<file path="src/rtl/adpll_pkg.sv">
// Shared ADPLL lock-controller definitions: state encoding, gain-select width
// and the default gear gains reused by NetworkADPLL test tops.
package adpll_pkg;

  localparam int GAIN_W = 4;

  typedef enum logic [2:0] {
    ST_IDLE    = 3'd0,
    ST_SETTLE  = 3'd1,
    ST_ACQUIRE = 3'd2,
    ST_SHIFT   = 3'd3,
    ST_TRACK   = 3'd4
  } adpll_state_e;

  localparam logic [GAIN_W-1:0] KP_ACQ_DEF = 4'hC;
  localparam logic [GAIN_W-1:0] KI_ACQ_DEF = 4'hA;
  localparam logic [GAIN_W-1:0] KP_SHF_DEF = 4'h8;
  localparam logic [GAIN_W-1:0] KI_SHF_DEF = 4'h6;
  localparam logic [GAIN_W-1:0] KP_TRK_DEF = 4'h4;
  localparam logic [GAIN_W-1:0] KI_TRK_DEF = 4'h2;

  function automatic logic gear_active(input adpll_state_e s);
    return (s == ST_ACQUIRE) || (s == ST_SHIFT) || (s == ST_TRACK);
  endfunction

endpackage

</file>
<file path="src/rtl/adpll_lock_detect.sv">
// Phase-error window detector: saturating |error|, in/out-of-window compare and
// saturating consecutive-sample counters producing lock_hit / unlock_hit.
module adpll_lock_detect #(
  parameter int PDET_WIDTH    = 8,
  parameter int LOCK_COUNT    = 16,
  parameter int UNLOCK_COUNT  = 4,
  parameter int LOCK_THRESH   = 8,
  parameter int UNLOCK_THRESH = 32
) (
  input  logic                         clk,
  input  logic                         rst_n,
  input  logic signed [PDET_WIDTH-1:0] error,
  input  logic                         error_valid,
  input  logic                         lock_en,
  input  logic                         unlock_en,
  input  logic                         clr,
  output logic                         lock_hit,
  output logic                         unlock_hit
);

  localparam int CMAX = (LOCK_COUNT > UNLOCK_COUNT) ? LOCK_COUNT : UNLOCK_COUNT;
  localparam int CW   = $clog2(CMAX + 1);
  localparam logic [PDET_WIDTH-1:0] ERR_MAX = {1'b0, {(PDET_WIDTH-1){1'b1}}};

  logic [PDET_WIDTH-1:0] abs_err;
  logic                  in_win;
  logic                  out_win;
  logic [CW-1:0]         lock_cnt;
  logic [CW-1:0]         unlock_cnt;

  // The most negative code has no positive twin, so it clamps to full scale.
  function automatic logic [PDET_WIDTH-1:0] sat_abs(input logic signed [PDET_WIDTH-1:0] e);
    logic signed [PDET_WIDTH-1:0] neg;
    neg = -e;
    if (e[PDET_WIDTH-1] && neg[PDET_WIDTH-1]) return ERR_MAX;
    if (e[PDET_WIDTH-1]) return $unsigned(neg);
    return $unsigned(e);
  endfunction

  function automatic logic [CW-1:0] sat_inc(input logic [CW-1:0] c, input int lim);
    return (32'(c) >= 32'(lim)) ? c : c + 1'b1;
  endfunction

  assign abs_err = sat_abs(error);
  assign in_win  = (32'(abs_err) <= 32'(LOCK_THRESH));
  assign out_win = (32'(abs_err) >  32'(UNLOCK_THRESH));

  // Hits fire on the strobe that completes the run, not one cycle later.
  assign lock_hit   = error_valid && lock_en && in_win &&
                      (32'(lock_cnt) >= 32'(LOCK_COUNT - 1));
  assign unlock_hit = error_valid && unlock_en && out_win &&
                      (32'(unlock_cnt) >= 32'(UNLOCK_COUNT - 1));

  always_ff @(posedge clk) begin
    if (!rst_n || clr) begin
      lock_cnt   <= '0;
      unlock_cnt <= '0;
    end else begin
      if (!lock_en)
        lock_cnt <= '0;
      else if (error_valid)
        lock_cnt <= in_win ? sat_inc(lock_cnt, LOCK_COUNT) : '0;

      if (!unlock_en)
        unlock_cnt <= '0;
      else if (error_valid)
        unlock_cnt <= out_win ? sat_inc(unlock_cnt, UNLOCK_COUNT) : '0;
    end
  end

endmodule

</file>
<file path="src/rtl/adpll_gain_scheduler.sv">
// Gear-shifting ADPLL lock controller: IDLE -> SETTLE -> ACQUIRE -> SHIFT -> TRACK
// with loss-of-lock fallback and manual kp/ki override of the gear gains.
module adpll_gain_scheduler
  import adpll_pkg::*;
#(
  parameter int PDET_WIDTH    = 8,
  parameter int SETTLE_CYCLES = 1024,
  parameter int LOCK_COUNT    = 16,
  parameter int UNLOCK_COUNT  = 4,
  parameter int LOCK_THRESH   = 8,
  parameter int UNLOCK_THRESH = 32,
  parameter logic [GAIN_W-1:0] KP_ACQ = KP_ACQ_DEF,
  parameter logic [GAIN_W-1:0] KI_ACQ = KI_ACQ_DEF,
  parameter logic [GAIN_W-1:0] KP_SHF = KP_SHF_DEF,
  parameter logic [GAIN_W-1:0] KI_SHF = KI_SHF_DEF,
  parameter logic [GAIN_W-1:0] KP_TRK = KP_TRK_DEF,
  parameter logic [GAIN_W-1:0] KI_TRK = KI_TRK_DEF
) (
  input  logic                         fpga_clk_i,
  input  logic                         rst_n_i,
  input  logic                         start_i,
  input  logic signed [PDET_WIDTH-1:0] error_i,
  input  logic                         error_valid_i,
  input  logic                         manual_i,
  input  logic [GAIN_W-1:0]            kp_manual_i,
  input  logic [GAIN_W-1:0]            ki_manual_i,
  output logic                         enable_o,
  output logic [GAIN_W-1:0]            kp_o,
  output logic [GAIN_W-1:0]            ki_o,
  output logic                         locked_o,
  output logic [2:0]                   state_o
);

  localparam int SW = $clog2(SETTLE_CYCLES) + 1;

  adpll_state_e      state_q;
  adpll_state_e      state_nxt;
  logic [SW-1:0]     settle_cnt;
  logic              settle_done;
  logic              lock_hit;
  logic              unlock_hit;
  logic              lock_en;
  logic              unlock_en;
  logic              cnt_clr;
  logic [GAIN_W-1:0] kp_gear;
  logic [GAIN_W-1:0] ki_gear;

  assign settle_done = (32'(settle_cnt) == 32'(SETTLE_CYCLES - 1));
  assign lock_en     = gear_active(state_q);
  assign unlock_en   = (state_q == ST_SHIFT) || (state_q == ST_TRACK);
  assign cnt_clr     = (state_nxt != state_q);
  assign state_o     = state_q;

  adpll_lock_detect #(
    .PDET_WIDTH   (PDET_WIDTH),
    .LOCK_COUNT   (LOCK_COUNT),
    .UNLOCK_COUNT (UNLOCK_COUNT),
    .LOCK_THRESH  (LOCK_THRESH),
    .UNLOCK_THRESH(UNLOCK_THRESH)
  ) u_lock_detect (
    .clk        (fpga_clk_i),
    .rst_n      (rst_n_i),
    .error      (error_i),
    .error_valid(error_valid_i),
    .lock_en    (lock_en),
    .unlock_en  (unlock_en),
    .clr        (cnt_clr),
    .lock_hit   (lock_hit),
    .unlock_hit (unlock_hit)
  );

  // Dropping start_i beats everything; loss of lock beats a gear-up.
  always_comb begin
    state_nxt = state_q;
    case (state_q)
      ST_IDLE:    if (start_i) state_nxt = ST_SETTLE;
      ST_SETTLE:  if (settle_done) state_nxt = ST_ACQUIRE;
      ST_ACQUIRE: if (lock_hit) state_nxt = ST_SHIFT;
      ST_SHIFT: begin
        if (unlock_hit)    state_nxt = ST_ACQUIRE;
        else if (lock_hit) state_nxt = ST_TRACK;
      end
      ST_TRACK:   if (unlock_hit) state_nxt = ST_ACQUIRE;
      default:    state_nxt = ST_IDLE;
    endcase
    if (!start_i) state_nxt = ST_IDLE;
  end

  always_comb begin
    kp_gear = KP_ACQ;
    ki_gear = KI_ACQ;
    case (state_q)
      ST_SHIFT: begin
        kp_gear = KP_SHF;
        ki_gear = KI_SHF;
      end
      ST_TRACK: begin
        kp_gear = KP_TRK;
        ki_gear = KI_TRK;
      end
      default: ;
    endcase
    if (manual_i && gear_active(state_q)) begin
      kp_gear = kp_manual_i;
      ki_gear = ki_manual_i;
    end
  end

  // Outputs follow the registered state one cycle behind, except enable_o and
  // locked_o, which drop on the very edge that leaves the state.
  always_ff @(posedge fpga_clk_i) begin
    if (!rst_n_i) begin
      state_q    <= ST_IDLE;
      settle_cnt <= '0;
      enable_o   <= 1'b0;
      kp_o       <= KP_ACQ;
      ki_o       <= KI_ACQ;
      locked_o   <= 1'b0;
    end else begin
      state_q    <= state_nxt;
      settle_cnt <= ((state_q == ST_SETTLE) && (state_nxt == ST_SETTLE)) ?
                    settle_cnt + 1'b1 : '0;
      enable_o   <= start_i && gear_active(state_q);
      kp_o       <= kp_gear;
      ki_o       <= ki_gear;
      locked_o   <= (state_q == ST_TRACK) && (state_nxt == ST_TRACK);
    end
  end

endmodule

</file>
<file path="config.mk">
export PLATFORM = sky130hd
export DESIGN_NAME = adpll_gain_scheduler
export DESIGN_NICKNAME = d
export VERILOG_FILES = /design/src/rtl/adpll_pkg.sv /design/src/rtl/adpll_lock_detect.sv /design/src/rtl/adpll_gain_scheduler.sv
export SDC_FILE = /design/constraint.sdc
export NUM_CORES = 1
export LEC_CHECK = 0
export BUFFER_PORTS_ARGS = -buffer_cell sky130_fd_sc_hd__buf_2
export CORE_MARGIN = 1.5
export CORE_UTILIZATION = 55
export DETAILED_ROUTE_END_ITERATION = 16
export PLACE_DENSITY = 0.79
export REMOVE_ABC_BUFFERS = 1
export SLEW_MARGIN = 20
export SYNTH_ARGS = -nofsm -noshare
export SYNTH_HDL_FRONTEND = slang
export SYNTH_SLANG_ARGS = --single-unit
</file>
<file path="constraint.sdc">
create_clock -name fpga_clk_i -period 2.32 [get_ports fpga_clk_i]
set_input_delay 0.348 -clock fpga_clk_i [delete_from_list [all_inputs] [get_ports fpga_clk_i]]
set_output_delay 0.348 -clock fpga_clk_i [all_outputs]
set_load 0.01 [all_outputs]
</file>
### Yosys cells after proc, flatten, opt, wreduce, memory -nomap -nowiden

Cells that the tools add are included.

* input bits: 21
* register bits after elaboration: 34

* reduce and logical (&&, ||, !) cells: 22
* add/subtract/negate cells: 4
* muxes and demuxes: 22
* bitwise logic cells: 2
* eq/ne operators: 10
* order comparisons: 6

Operators by type and width (number)
* $mux 8: 4
* $mux 5: 4
* $mux 3: 6
* $pmux 4 s2: 2
* $pmux 3 s5: 1
* $add 11x1->11 const B: 1
* $eq 11x10->1 const B: 1
* $logic_and 1x1->1: 11
* $add 5x1->5 const B: 2
* $gt 8x6->1 const B: 1
* $le 8x4->1 const B: 1
* $mux 4: 2
* $neg 8->8: 1
* $eq 3x1->1 const B: 2
* $eq 3x2->1 const B: 2
* $eq 3x3->1 const B: 2
* $reduce_and 2->1: 3
* $ge 5x2->1 const B: 1
* $ge 5x3->1 const B: 1
* $ge 5x4->1 const B: 1
* $ge 5x5->1 const B: 1
* $logic_or 1x1->1: 4
* $ne 2x2->1 const B: 2
* $reduce_or 2->1: 2
* other kinds (5): 8

### Depth between registers and ports, before layout

* depth after elaboration: 16
* gate-level depth with buffers: 8

### By module

From an unflattened synthesis, not the netlist that was laid out.

* cells, all modules: 209
* area total of the unflattened synthesis: 1829.3 um^2

Modules (own cells, without submodules)
* adpll_gain_scheduler: area an instance 1042.2 um^2, cells each 111, times used 1, sequential area each 480.5 um^2
* adpll_lock_detect: area an instance 787.0 um^2, cells each 98, times used 1, sequential area each 200.2 um^2

### Worst setup path after synthesis

OpenSTA, ideal clock, no wires.

* kind: input port to flip-flop
* start point: input port error_i[0]
* end point: register u_lock_detect.unlock_cnt[1]
* stages on the path: 8
* buffers on the path: 0
* path slack: 0.155 ns
* library setup time: 0.118 ns
* arrival: 2.047 ns
* path through: inv_1 ha_1 or3b_4 o41ai_1 a21oi_1 or2_1 o2111a_2 a21boi_2

* word-level cells in the longest chain between the ends: 14
* elaborated cells on any way between the ends: 24
* those cells by class: 1 x add/sub; 2 x order compare; 2 x eq/ne; 11 x mux; 8 x reduce/logical

RTL lines
* start, declared: line adpll_gain_scheduler.sv:22 `input logic signed [PDET_WIDTH-1:0] error_i,`
* $neg 8->8: line adpll_lock_detect.sv:34 `neg = -e;`
* $mux 8 / $logic_and 1x1->1 (equally long branches): line adpll_lock_detect.sv:36, adpll_lock_detect.sv:35
* $mux 8 / $mux 1 (equally long branches): line adpll_lock_detect.sv:37, adpll_lock_detect.sv:35
* $mux 8 (*): line adpll_lock_detect.sv:36 `if (e[PDET_WIDTH-1]) return $unsigned(neg);`
* $le 8x4->1: line adpll_lock_detect.sv:45 `assign in_win = (32'(abs_err) <= 32'(LOCK_THRESH));`
* $logic_and 1x1->1 (2 in series): line adpll_lock_detect.sv:49 `assign lock_hit = error_valid && lock_en && in_win &&`
* $mux 3: line adpll_gain_scheduler.sv:81 `else if (lock_hit) state_nxt = ST_TRACK;`
* $mux 3: line adpll_gain_scheduler.sv:80 `if (unlock_hit) state_nxt = ST_ACQUIRE;`
* $pmux 3 s5: line adpll_gain_scheduler.sv:75 `case (state_q)`
* $mux 3: line adpll_gain_scheduler.sv:86 `if (!start_i) state_nxt = ST_IDLE;`
* $ne 3x3->1: line adpll_gain_scheduler.sv:51 `assign cnt_clr = (state_nxt != state_q);`
* $logic_or 1x1->1: line adpll_lock_detect.sv:55 `if (!rst_n || clr) begin`
* $reduce_or 2->1 (no source line)
* end signal, assigned: line adpll_lock_detect.sv:67 `unlock_cnt <= out_win ? sat_inc(unlock_cnt, UNLOCK_COUNT) : '0;`
* end, declared: line adpll_lock_detect.sv:29 `logic [CW-1:0] unlock_cnt;`

Mark *: on every way between the ends. The rest lies on a longest branch, timed or not.
A chain may end at the register's enable or synchronous reset.

### Worst setup path in the final report

Ends and elaborated chain as after synthesis.

==> results.md <==
* Sequential area share after synthesis at 0.363
* Iteration-0 DRC Markers at 93
* Sw frac at 0.226
* FFs w/ async S/R, synth at 0
* Die Height at 61.4 um
* Worst Setup End Kind: flip-flop
* Peak Freq at 493 MHz
* Average vias per placed instance at between 5 and 6
* Max VDD drop at 303 uV
* Io pins at 34
* Clk sinks at 34
* Largest family of logic cells by synthesized area: simple AND/OR/NAND/NOR gates
* Vias in the first global route at 1,409
* Lkg Pwr at 0.895 nW
* Synth area leaders: dfxtp_1 36%, nor2_1 4.2%, ha_1 4.0%, nand2_1 3.4%, a21oi_1 3.2%
* Main synth FF type: dfxtp_1
* Post-route cell area at 2230 um2
* Post-synthesis cell type count at 53
* Worst-skew pair later-pin latency at approximately 330 ps
* Final wirelength at 3670 um
* Clock Power Share at 0.387
* Worst setup SP type: primary input
* Antenna Cells at 0
* Synth area leader: dfxtp_1
* TritonCTS clock tree: built
* Top cell type's share of synthesized area at 0.363
* Largest net degree at the start of global routing at 12
* Internal at 0.888 mW
* CP max FO at 5
* Outcome: finished clean
* Placeable Area at 3310 um2
* Layout area overhead at 18.9%
* WL/cell at ~12 um
* Final ANT Viol Nets at 0
* RSZ-0062 raised after global routing: no
* Worst clock skew at 4.06 ps
* Port buffer count at 33
* Share of cells above drive strength 1 at 0.243
* Least-Margin Pin Slew at 405 ps
* Avg Inst Size Synth at 8.37 um2
* Setup Viol. Count Final at 0
* Post-DP Area at 2140 um2
* GP Congestion at about 0.86
* Yosys warnings at 0
* Die X-Extent at 61.4 um
* Non-Filler Instances at 314
* Final HPWL DP at 2710 um
* Placed Cells at 307
* Sequential share of power at 0.511
* Synth Area in XOR/XNOR at 0.0561
* Clock Tree Root: clkbuf_4
* Post-Synth Simple-Gate Area at 0.285
* Initial DRT Pass Iterations at 4
* Power share of the combinational group at 0.102
* Worst hold path class: in -> reg
* CTS Buf Count at 5
* Post-synthesis mux area share at 0.00534
* Post-Syn Instances at ~220
* CP Class: in -> reg
* CP arrival at 2270 ps
* Cts hold-fix bufs at 0
* Flops & latches, synth at 34
* WP data required at 2560 ps
* Clock Tree Buf Depth at 2
* Number of synthesized flops with an enable pin at 0
* Max-Cap Viols at 0
* Initial core utilization at 0.566
* Remaining global-route overflow at 0
* First-pass GRT wire length at between 5000 and 6000 um
* Die ar. at approximately 3800 um2
* Tmin final at ~2000 ps
* Count of final hold-check violations at 0
* H-Tree Level Count at 2
* Final net count at ~300
* Synthesized area at 1870 um2
* Fin. max-slew vios at 0
* Most common cell in the netlist: dfxtp_1
* Fillers at 280
* NetSw at 0.259 mW
* Top cells by count, synth: 34 x dfxtp_1, 21 x nor2_1, 17 x nand2_1
* Row cnt at 21
* Initial antenna violation count at 0
* Compound-gate portion of the synthesized area at 0.198
* Overall Global Routing Usage at 0.210
* DRC Markers at 0
* Period utilization at 0.875
* Reg clk slew, reported paths at 100 ps
* Detailed-route via count at 1,713
* Relative slew slack at 0.728
* Pwr per Cell Area at between 500 and 600 nW/um2
* Synth Area in Adders at 0.0401
stage by stage:
stage	util	worst slack (ps)	total power, mW	hold WS [ps]	TNS [ps]
5_1_grt	0.673	113	1.20	200	0
6_report	0.673	290	1.15	192	0
3_5_place_dp	0.647	-67.8	0.714	439	-212
2_1_floorplan	-	155	0.657	418	0
4_1_cts	0.672	173	1.16	182	0
3_3_place_gp	0.647	-17.5	0.713	429	-34.1
flip-flops by register name, summed over array words and instances, names as in the netlist:
| register | cells |
|---|---|
| u_lock_detect.lock_cnt | 5 |
| enable_o | 1 |
| state_o | 3 |
| locked_o | 1 |
| settle_cnt | 11 |
| kp_o | 4 |
| u_lock_detect.unlock_cnt | 5 |
| ki_o | 4 |
power by group through the flow:
stage / clock (mW) / sequential [mW] / combinational, mW
3_5_place_dp: 0 / 0.599 / 0.115
5_1_grt: 0.479 / 0.586 / 0.132
3_3_place_gp: 0 / 0.599 / 0.114
2_1_floorplan: 0 / 0.600 / 0.0562
4_1_cts: 0.456 / 0.585 / 0.116
6_report: 0.444 / 0.585 / 0.117
final timing paths:
kind                              from                     endpoint  slack [ps]  depth (start not counted)
max                         error_i[0]  u_lock_detect.unlock_cnt[1]         290                          9
min reg2reg              settle_cnt[0]                settle_cnt[0]         450                          1
max reg2reg  u_lock_detect.lock_cnt[0]  u_lock_detect.unlock_cnt[1]         340                          7
min                     ki_manual_i[1]                      ki_o[1]         190                          2
cells in the final DEF, fill, tap and decap left out, types with 2 or more instances in the layout:
master / instances
or4_1: 2
nand4_1: 4
nand2_1: 17
buf_2: 33
xnor2_1: 6
o41a_1: 2
o41ai_1: 3
o21ai_0: 10
o2111ai_1: 2
nand3_1: 8
and2b_2: 3
nor3_1: 6
o31ai_1: 3
ha_1: 6
nor4_1: 2
nand3b_1: 3
and2_1: 6
nor3b_1: 2
clkbuf_4: 5
and4_1: 3
or3_1: 4
inv_1: 16
nor2_1: 21
o21a_1: 2
dfxtp_1: 34
xor2_1: 6
nor2b_1: 3
a21oi_1: 12
a31oi_1: 2
buf_4: 11
a32oi_1: 2
and3_1: 5
routing by layer:
layer  share of wire  vias up  global-route usage
met1            0.47      766               0.261
met4           0.020        0              0.0851
met5               0        -                   0
met2            0.46       43               0.347
met3           0.051       10              0.0546
li1                -      894                   -
area by class of cell:
cell class,count,area (um2),area share
sequential,34,681,0.305
tap,46,57.6,0.0258
clock inverter,1,30.0,0.0135
clock buffer,6,51.3,0.0230
multi-input combinational,167,1100,0.494
timing repair buffer,44,248,0.111
inverter,16,60.1,0.0270
logic make-up (layout without fill, tap and decap cells):
group,count (synthesis),count (layout)
compound gates,51,51
buf+inv,23,67
fa+ha+maj,6,6
flops,34,34
xor+xnor,12,12
simple gates,97,97
mux,1,1
worst max-delay path, cell delays in order:
cell      delay [ps]
buf_2            100
inv_1             50
ha_1             200
or3b_4           420
o41ai_1          310
a21oi_1          140
or2_1            250
o2111a_2         280
a21boi_2         160
repair_timing:
action                     CTS  global route
buffers inserted             0             0
gates resized for setup      0             1
setup endpoints to repair    0             1
Note: power is estimated with default switching activity, not from simulation.
